<file path="config.mk">
export PLATFORM = sky130hd
export DESIGN_NAME = seq_mult_shift_add_flat
export DESIGN_NICKNAME = d
export VERILOG_FILES = /design/src/rtl/seq_mult_shift_add_pkg.sv /design/src/rtl/seq_mult_shift_add_if.sv /design/src/rtl/seq_mult_shift_add_sign_fix.sv /design/src/rtl/seq_mult_shift_add.sv /design/src/flat_wrapper.sv
export SDC_FILE = /design/constraint.sdc
export NUM_CORES = 1
export LEC_CHECK = 0
export BUFFER_PORTS_ARGS = -buffer_cell sky130_fd_sc_hd__buf_2
export CAP_MARGIN = 15
export CORE_ASPECT_RATIO = 1.2
export CORE_MARGIN = 5
export CORE_UTILIZATION = 30
export CTS_CLUSTER_DIAMETER = 50
export DETAILED_ROUTE_END_ITERATION = 8
export PLACE_DENSITY = 0.52
export SYNTH_ARGS = -nofsm -noshare
export SYNTH_HDL_FRONTEND = slang
export SYNTH_SLANG_ARGS = --single-unit
</file>
<file path="constraint.sdc">
create_clock -name clk -period 2.5 [get_ports clk]
set_clock_uncertainty 0.05 [all_clocks]
set_input_delay 0 -clock clk [delete_from_list [all_inputs] [get_ports clk]]
set_output_delay 0 -clock clk [all_outputs]
set_load 0.03 [all_outputs]
</file>
<file path="src/rtl/seq_mult_shift_add_pkg.sv">
// Shared types and helpers for the shift-and-add multiplier.
// abs_w works on a fixed 32-bit container so one definition serves every WIDTH.
`timescale 1ns/1ps
package seq_mult_pkg;

  typedef enum logic [1:0] {
    IDLE,
    RUN,
    DONE
  } state_t;

  localparam int MAX_WIDTH = 32;

  // Magnitude of a width-bit value; the most negative value maps to 2^(width-1).
  function automatic logic [MAX_WIDTH-1:0] abs_w(
    input logic [MAX_WIDTH-1:0] value,
    input int                   width,
    input logic                 signed_mode
  );
    logic [MAX_WIDTH-1:0] mask;
    logic [MAX_WIDTH-1:0] v;
    mask = (width >= MAX_WIDTH) ? '1 : ((MAX_WIDTH'(1) << width) - MAX_WIDTH'(1));
    v    = value & mask;
    if (signed_mode && v[5'(width - 1)]) begin
      return (~v + MAX_WIDTH'(1)) & mask;
    end
    return v;
  endfunction

endpackage

</file>
<file path="src/rtl/seq_mult_shift_add_if.sv">
// Operand/product handshake bundle for seq_mult_shift_add.
`timescale 1ns/1ps
interface seq_mult_shift_add_if #(
  parameter int WIDTH = 4
);
  logic                 in_valid;
  logic                 in_ready;
  logic                 signed_mode;
  logic [WIDTH-1:0]     m_in;
  logic [WIDTH-1:0]     q_in;
  logic                 out_valid;
  logic                 out_ready;
  logic [2*WIDTH-1:0]   product;

  modport master (
    output in_valid, signed_mode, m_in, q_in, out_ready,
    input  in_ready, out_valid, product
  );

  modport slave (
    input  in_valid, signed_mode, m_in, q_in, out_ready,
    output in_ready, out_valid, product
  );
endinterface

</file>
<file path="src/rtl/seq_mult_shift_add_sign_fix.sv">
// Applies the result sign to the unsigned magnitude product {A,Q}.
`timescale 1ns/1ps
module seq_mult_sign_fix #(
  parameter int WIDTH = 4
) (
  input  logic [2*WIDTH-1:0] ab,
  input  logic               neg,
  input  logic               signed_mode,
  output logic [2*WIDTH-1:0] product
);
  assign product = (neg & signed_mode) ? -ab : ab;
endmodule

</file>
<file path="src/rtl/seq_mult_shift_add.sv">
// Sequential shift-and-add multiplier: one partial-product step per clock,
// signed operands handled as magnitudes with the sign restored at the end.
`timescale 1ns/1ps
module seq_mult_shift_add
  import seq_mult_pkg::*;
#(
  parameter  int WIDTH = 4,
  localparam int CNT_W = $clog2(WIDTH + 1)
) (
  input  logic                 clk,
  input  logic                 rst,
  seq_mult_shift_add_if.slave  bus
);

  state_t             state_reg;
  logic [WIDTH-1:0]   m_reg;
  logic               c_reg;
  logic [WIDTH-1:0]   a_reg;
  logic [WIDTH-1:0]   q_reg;
  logic [CNT_W-1:0]   count_reg;
  logic               neg_reg;
  logic               mode_reg;
  logic               in_ready_reg;
  logic               out_valid_reg;
  logic [2*WIDTH-1:0] product_reg;

  logic [WIDTH:0]     sum;
  logic               c_next;
  logic [WIDTH-1:0]   a_next;
  logic [WIDTH-1:0]   q_next;
  logic [2*WIDTH-1:0] fixed;
  logic               last;

  // Conditional add into {C,A}, then shift {C,A,Q} right with a zero in.
  always_comb begin
    sum    = q_reg[0] ? ({1'b0, a_reg} + {1'b0, m_reg}) : {c_reg, a_reg};
    {c_next, a_next, q_next} = {1'b0, sum, q_reg[WIDTH-1:1]};
    last   = (count_reg == CNT_W'(WIDTH - 1));
  end

  seq_mult_sign_fix #(.WIDTH(WIDTH)) u_sign_fix (
    .ab          ({a_next, q_next}),
    .neg         (neg_reg),
    .signed_mode (mode_reg),
    .product     (fixed)
  );

  always_ff @(posedge clk) begin
    if (rst) begin
      state_reg     <= IDLE;
      m_reg         <= '0;
      c_reg         <= 1'b0;
      a_reg         <= '0;
      q_reg         <= '0;
      count_reg     <= '0;
      neg_reg       <= 1'b0;
      mode_reg      <= 1'b0;
      in_ready_reg  <= 1'b1;
      out_valid_reg <= 1'b0;
      product_reg   <= '0;
    end else begin
      case (state_reg)
        IDLE: begin
          if (bus.in_valid) begin
            mode_reg     <= bus.signed_mode;
            neg_reg      <= bus.m_in[WIDTH-1] ^ bus.q_in[WIDTH-1];
            m_reg        <= WIDTH'(abs_w(MAX_WIDTH'(bus.m_in), WIDTH, bus.signed_mode));
            q_reg        <= WIDTH'(abs_w(MAX_WIDTH'(bus.q_in), WIDTH, bus.signed_mode));
            c_reg        <= 1'b0;
            a_reg        <= '0;
            count_reg    <= '0;
            in_ready_reg <= 1'b0;
            state_reg    <= RUN;
          end
        end
        RUN: begin
          c_reg     <= c_next;
          a_reg     <= a_next;
          q_reg     <= q_next;
          count_reg <= count_reg + CNT_W'(1);
          if (last) begin
            product_reg   <= fixed;
            out_valid_reg <= 1'b1;
            state_reg     <= DONE;
          end
        end
        DONE: begin
          // in_ready rises only after the output handshake edge, never alongside it.
          if (bus.out_ready) begin
            out_valid_reg <= 1'b0;
            in_ready_reg  <= 1'b1;
            state_reg     <= IDLE;
          end
        end
        default: state_reg <= IDLE;
      endcase
    end
  end

  assign bus.in_ready  = in_ready_reg;
  assign bus.out_valid = out_valid_reg;
  assign bus.product   = product_reg;

endmodule

</file>
<file path="src/flat_wrapper.sv">
// flat-port wrapper written by rule: the top's interface ports become plain ports
module seq_mult_shift_add_flat import seq_mult_pkg::*;
#(
  parameter  int WIDTH = 4,
  localparam int CNT_W = $clog2(WIDTH + 1)
)
  (clk, rst, bus_in_valid, bus_signed_mode, bus_m_in, bus_q_in, bus_out_ready, bus_in_ready, bus_out_valid, bus_product);
  seq_mult_shift_add_if #(.WIDTH(WIDTH)) bus_i ();
  input  logic clk;
  input  logic rst;
  input wire logic [$bits(bus_i.in_valid)-1:0] bus_in_valid;
  input wire logic [$bits(bus_i.signed_mode)-1:0] bus_signed_mode;
  input wire logic [$bits(bus_i.m_in)-1:0] bus_m_in;
  input wire logic [$bits(bus_i.q_in)-1:0] bus_q_in;
  input wire logic [$bits(bus_i.out_ready)-1:0] bus_out_ready;
  output wire logic [$bits(bus_i.in_ready)-1:0] bus_in_ready;
  output wire logic [$bits(bus_i.out_valid)-1:0] bus_out_valid;
  output wire logic [$bits(bus_i.product)-1:0] bus_product;
  assign bus_i.in_valid = bus_in_valid;
  assign bus_i.signed_mode = bus_signed_mode;
  assign bus_i.m_in = bus_m_in;
  assign bus_i.q_in = bus_q_in;
  assign bus_i.out_ready = bus_out_ready;
  assign bus_in_ready = bus_i.in_ready;
  assign bus_out_valid = bus_i.out_valid;
  assign bus_product = bus_i.product;
  seq_mult_shift_add #(.WIDTH(WIDTH)) u_core (.clk(clk), .rst(rst), .bus(bus_i));
endmodule
</file>
==> reports/qor.yml, run 1 <==
status:
  outcome: "complete, no violations"
clock_network:
  cts.sinks: 29
  cts_tree: "yes"
  clockRootBuffer: "clkbuf_8"
  insertion_delay_ns: 0.28
  cts.clk_slew.worst_paths_ns: 0.06
  cts_buffers: 5
  cts_buffer_depth: 2
  htreeDepth: 2
global_route:
  grt_max_degree: 33
  grt.overflow.total: 0
  grt_first_pass_wirelength_mm: 6.58
  grt_pass1_vias: 1403
  grt_util_all_layers_pct: 11.4
  antenna_found_initial: 0
critical_path:
  path_delay_family: "adder cells"
  path_cells: "ha_1, fa_1, nor3b_2, o21ai_1, nand3_2, xnor2_1, a211oi_1"
  startpoint_type: "register"
  critPathRequiredTime_ns: 2.65
  worst_setup_path_end_kind: "register"
  r2r-start: "u_core.a_reg[0]"
  crit_fanout: 4
  reg2reg_depth: 7
  critPathArrivalTime_ns: 2.19
  slowest_stage: "fa_1"
  r2r_end: "u_core.bus.product[5]"
  cpPeakStageDelay_ns: 0.58
  critPathKind: "register to register"
  r2r_slack_ns: 0.45
  cp_num_buf_inv: 0
die:
  die_w_um: 77.8
  ios: 23
  start_util_pct: 31.1
  row_count: 29
  core_sq_mm: 0.00533
  die_area_sq_mm: 0.00711
  die_h_um: 91.4
synthesis:
  synth_area_leader_cell: "dfxtp_1"
  synth_cell_types: 46
  synth_top_area_share_pct: 35.0
  yosysMostFrequentCell: "dfxtp_1"
  synth_area_leaders: "dfxtp_1, a21oi_1, ha_1"
  syn-num-nets: 228
  postSynthCellCount: 205
  synth-edff-count: 0
  synth-seq-cells: 29
  synth_flop_cell: "dfxtp_1"
  ys.warnings.count: 0
  synth_common_cells: "dfxtp_1, a21oi_1, nand2_1, nor2_1, nand3_1"
  async_flop_share_pct: 0
  syn_area_per_cell_sq_um: 8.08
  synth_area_sq_mm: 0.00166
  synth-seq-area-share_pct: 35.0
placed_design:
  dp_hpwl_mm: 2.65
  io_buffers: 22
  gp_congestion: 0.713
  place_ws_ns: 0.455
power:
  irDropWorstVdd_mv: 0.211
  p_seq_share_pct: 47.9
  p_leak_nw: 0.784
  p_int_mw: 0.764
  switchingPower_mw: 0.285
  power_density_mw_per_mm2: 534
  p_comb_share_pct: 14.6
  clkPwrFrac_pct: 37.5
  switching_share_pct: 27.2
job:
  max_cap_violations: 0
sta:
  finalSetupTns_ns: 0
  worstMarginPinSlew_ns: 0.598
  hold_viol: 0
  drv_slew: 0
  finalCriticalPeriod_ns: 2.05
  fin_crit_sh_pct: 81.9
  setup_viol: 0
  setup_ws_ns: 0.453
  rsz0062_at_grt: "false"
  fmax_ghz: 0.489
  maxSlewHeadroom_pct: 60.2
detailed_routing:
  drt-initial-drc-count: 87
  drtPass1Iterations: 4
  wire_per_inst_um: 12.3
  routed_wl_mm: 3.63
  drc: 0
  route.vias.total: 1446
  drtAntennaViolNets: 0
  via_per_inst: 4.89
final_layout:
  drive_above_1_share_pct: 17.1
  final_nets: 257
  largest_reg_flops: 8
  syn_to_final_growth_pct: 18.7
  fillerInstances: 577
  diodes: 0
worst_hold_path:
  min_from: "bus_q_in[2]"
  hold_path_depth: 4
  min_to: "u_core.q_reg[3]"
  hold_path.class: "input port to register"
## worst max path at each step
stage / from / end / slack, ns / cells past startpoint
after floorplan: u_core.a_reg[0] / u_core.bus.product[5] / 0.56 / 7
after global placement: u_core.a_reg[0] / u_core.bus.product[5] / 0.48 / 7
after detailed placement: u_core.a_reg[0] / u_core.bus.product[5] / 0.46 / 7
after CTS: u_core.a_reg[0] / u_core.bus.product[5] / 0.44 / 7
after global routing: u_core.a_reg[0] / u_core.bus.product[5] / 0.32 / 7
final: u_core.a_reg[0] / u_core.bus.product[5] / 0.45 / 7
## routing by layer
metal  up-vias  part of all wire [%]  global-route usage, %
li1        776                     -                      -
met1       637                    50                   14.3
met2        28                    44                   18.0
met3         5                   4.4                   3.47
met4         0                   1.3                   4.73
met5         -                     0                      0
## what timing repair did
item | in CTS | in global routing
endpoints found under the hold margin | 9 | 0
setup buffers | 0 | 0
hold buffers | 9 | 0
gates resized for setup | 0 | 0
## cell usage in the layout, fill, tap and decap left out, types with 9 or more instances in the layout
master / instances
nor2_1: 22
inv_1: 10
ha_1: 9
buf_2: 22
nand2_1: 24
nand3_1: 14
a21oi_1: 24
dlygate4sd3_1: 9
dfxtp_1: 29
## layout make-up
type / count / area, sq um / share of cell area, %
multi-input combinational: 156 / 976 / 49.6
sequential: 29 / 581 / 29.5
timing repair buffer: 32 / 208 / 10.6
clock buffer: 7 / 86.3 / 4.39
tap: 62 / 77.6 / 3.95
inverter: 10 / 37.5 / 1.91
## per-stage QoR
| step | cell area (sq um) | total power [mW] | instances | hold slack [ns] | util, % |
|---|---|---|---|---|---|
| floorplan | 1660 | 0.615 | 205 | 0.0860 | - |
| global placement | 1790 | 0.655 | 280 | 0.228 | 33.5 |
| detailed placement | 1790 | 0.657 | 280 | 0.229 | 33.5 |
| CTS | 1970 | 1.06 | 296 | 0.0314 | 36.9 |
| global route | 1970 | 1.11 | 296 | 0.0696 | 36.9 |
| finish | 1970 | 1.05 | 296 | 0.0382 | 36.9 |
## cell families after synthesis
logic type / Yosys count / synth area share [%]
buffers and inverters: 20 / 6.04
XOR/XNOR: 7 / 3.70
multiplexers: 3 / 2.11
flip-flops: 29 / 35.0
adder cells (fa/ha/maj): 10 / 8.01
AO/OA/AOI/OAI: 51 / 19.2
AND/OR/NAND/NOR: 85 / 25.9
## power by group through the flow
stage	clock network, mW	registers (mW)	logic (mW)
detailed placement	0	0.512	0.144
finish	0.393	0.503	0.153
floorplan	0	0.507	0.108
global route	0.430	0.505	0.176
CTS	0.406	0.502	0.156
global placement	0	0.512	0.143
## worst register-to-register path: stages (launching register included)
cell and delay [ns]:
dfxtp_1 0.35, ha_1 0.24, fa_1 0.58, nor3b_2 0.06, o21ai_1 0.24, nand3_2 0.11, xnor2_1 0.13, a211oi_1 0.21
No activity file was read; power rests on OpenSTA's default activity.
==> inputs of run 2 (changes only) <==
--- a/config.mk
+++ b/config.mk
@@ -5,6 +5,7 @@
 export SDC_FILE = /design/constraint.sdc
 export NUM_CORES = 1
 export LEC_CHECK = 0
+export ABC_AREA = 1
 export BUFFER_PORTS_ARGS = -buffer_cell sky130_fd_sc_hd__buf_2
 export CAP_MARGIN = 15
 export CORE_ASPECT_RATIO = 1.2
==> constraint.sdc (replaced) <==
create_clock -name clk -period 2.1 [get_ports clk]
set_clock_uncertainty 0.05 [all_clocks]
set_input_delay 0 -clock clk [delete_from_list [all_inputs] [get_ports clk]]
set_output_delay 0 -clock clk [all_outputs]
set_load 0.03 [all_outputs]
==> reports/qor.yml, run 2 <==
clock_network:
  cts_buffers: 5  # unchanged
  cts_tree: "yes"
  cts.sinks: 29  # unchanged
  cts_buffer_depth: 2  # unchanged
  cts.clk_slew.worst_paths_ns: 0.07  # about the same
  htreeDepth: 2  # unchanged
  insertion_delay_ns: 0.28  # about the same
  clockRootBuffer: "clkbuf_8"
final_layout:
  syn_to_final_growth_pct: 20.4
  diodes: 0  # unchanged
  drive_above_1_share_pct: 20.4  # +3.3 points
  largest_reg_flops: 8  # unchanged
  layout_common_cells: "nand2_1, dfxtp_1, inv_1"
  fin_area_sq_mm: 0.00194  # -1.3%
  final_nets: 277  # +7.8%
  utilization_pct: 36.9  # about the same
  fin_cells: 317  # +7.1%
  mostFrequentLayoutCell: "nand2_1"
global_route:
  grt_first_pass_wirelength_mm: 5.91  # -10%
  grt_pass1_vias: 1331  # -5.1%
  antenna_found_initial: 0  # unchanged
  grt_util_all_layers_pct: 10.3  # -1.1 points
  grt_max_degree: 20  # -39%
  grt.overflow.total: 0  # unchanged
placed_design:
  dp_hpwl_mm: 2.59  # -2.3%
  place_area_sq_mm: 0.00177  # -1.3%
  io_buffers: 22  # unchanged
  place_ws_ns: 0.139  # -0.316 ns
  dpl.cell_count: 301  # +7.5%
  gp_congestion: 0.776  # +8.8%
sta:
  setup_viol: 0  # unchanged
  hold_viol: 0  # unchanged
  fmax_ghz: 0.523  # +7.1%
  rsz0062_at_grt: "false"
  maxSlewHeadroom_pct: 68.2  # +8.1 points
  drv_slew: 0  # unchanged
  worstMarginPinSlew_ns: 0.476  # -0.122 ns
  finalCriticalPeriod_ns: 1.91  # -0.135 ns
  fin_crit_sh_pct: 91.0  # +9.2 points
  finalSetupTns_ns: 0  # unchanged
  setup_ws_ns: 0.188  # -0.265 ns
  holdWs_ns: 0.0333  # -0.00493 ns
power:
  irDropWorstVdd_mv: 0.209  # -1.2%
  p_leak_nw: 0.887  # +13%
  totalPowerFinal_mw: 1.24  # +18%
  power_density_mw_per_mm2: 639  # +20%
job:
  max_cap_violations: 0  # unchanged
worst_hold_path:
  hold_path.class: "input port to register"
synthesis:
  synth_common_cells: "nand2_1, dfxtp_1, inv_1, a21oi_1, nor2_1"
  synth_area_sq_mm: 0.00161  # -2.8%
  postSynthCellCount: 223  # +8.8%
  synth_area_leader_cell: "dfxtp_1"
  synth_top_area_share_pct: 36.1  # +1.0 points
  synth_area_leaders: "dfxtp_1, nand2_1, ha_1"
  synth_cell_types: 31  # -33%
  ys.warnings.count: 0  # unchanged
  synth-seq-area-share_pct: 36.1  # +1.0 points
  syn-num-nets: 246  # +7.9%
  async_flop_share_pct: 0  # unchanged
  synth-seq-cells: 29  # unchanged
  synth_flop_cell: "dfxtp_1"
  synth-edff-count: 0  # unchanged
  syn_area_per_cell_sq_um: 7.22  # -11%
  yosysMostFrequentCell: "nand2_1"
detailed_routing:
  drc: 0  # unchanged
  drt-initial-drc-count: 66  # -24%
  route.vias.total: 1435  # -0.76%
  drtAntennaViolNets: 0  # unchanged
  routed_wl_mm: 3.46  # -4.8%
  wire_per_inst_um: 10.9  # -11%
  via_per_inst: 4.53  # -7.3%
  drtPass1Iterations: 4  # unchanged
critical_path:
  worst_setup_path_end_kind: "register"
  critPathRequiredTime_ns: 2.23  # -0.42 ns
  startpoint_type: "register"
  critPathKind: "register to register"
  critPathArrivalTime_ns: 2.04  # -0.15 ns
  crit_fanout: 3  # -1
die:
  ios: 23  # unchanged
  die_area_sq_mm: 0.00694  # -2.5%
  die_w_um: 76.9  # -1.2%
  core_sq_mm: 0.00526  # -1.4%
  die_h_um: 90.3  # -1.3%
  start_util_pct: 30.6  # -0.45 points
  row_count: 29  # unchanged
status:
  outcome: "complete, no violations"
## run 2: changes by cell type in the layout (fill, tap and decap cells not counted), moves of 4 or more
cell | before | now
inv_1 | 10 | 24
inv_2 | 0 | 5
nand2_1 | 24 | 52
nor2_1 | 22 | 16
nor2_2 | 0 | 4
nor2b_1 | 4 | 0
o21ai_0 | 4 | 10
xnor2_1 | 6 | 1
xor2_1 | 1 | 5
## run 2: per-layer routing
layer / routed length [um] / share of wire, % / vias up / GRT usage, %
li1: - / - / 780 / -
met5: 0 / 0 / - / 0
met2: 1570 / 45 / 22 / 17.1
met3: 141 / 4.1 / 7 / 2.99
met4: 68 / 2.0 / 0 / 4.37
met1: 1680 / 49 / 626 / 12.1
## run 2: power breakdown
group	internal, mW	total [mW]	leakage [nW]	switching (mW)
Sequential	0.572	0.591	0.236	0.0193
Clock	0.228	0.451	0.0439	0.223
Combinational	0.0770	0.197	0.607	0.120
Total	0.877	1.24	0.887	0.362
## run 2: cell families after synthesis
| kind of cell | count (synthesis) | synth area share, % |
|---|---|---|
| flip-flops | 29 | 36.1 |
| AO/OA/AOI/OAI | 44 | 15.5 |
| AND/OR/NAND/NOR | 96 | 26.7 |
| XOR/XNOR | 6 | 3.26 |
| buffers and inverters | 38 | 10.3 |
| adder cells (fa/ha/maj) | 10 | 8.24 |
## run 2: worst paths after layout
kind | startpoint | endpoint | slack, ns | cells after the start
min reg2reg | u_core.m_reg[3] | u_core.m_reg[3] | 0.42 | 2
max | u_core.a_reg[0] | u_core.bus.product[7] | 0.19 | 12
max reg2reg | u_core.a_reg[0] | u_core.bus.product[7] | 0.19 | 12
min | bus_q_in[1] | u_core.q_reg[3] | 0.03 | 4
## run 2: repair_timing
| item | in CTS | in global routing |
|---|---|---|
| hold endpoints to repair | 8 | 0 |
| resized for setup | 0 | 2 |
| hold buffers | 8 | 0 |
| setup buffers | 0 | 0 |
| setup endpoints to repair | 0 | 1 |
## run 2: worst max-delay path, stage by stage, from the launching register on
cell	delay [ns]
dfxtp_1	0.32
ha_1	0.23
fa_1	0.44
inv_1	0.08
nand2_1	0.06
nand3_2	0.08
nand2_2	0.09
nor2_2	0.10
nand3_1	0.09
nand3_1	0.08
nand2_1	0.05
nor2_1	0.09
nor2_1	0.04
## run 2: area by class of cell
class	count	area, sq um
Sequential cell	29	581
Clock buffer	5	68.8
Inverter	30	118
Fill cell	573	3320
Tap cell	62	77.6
Clock inverter	3	17.5
Multi-Input combinational cell	156	872
Timing Repair Buffer	32	205
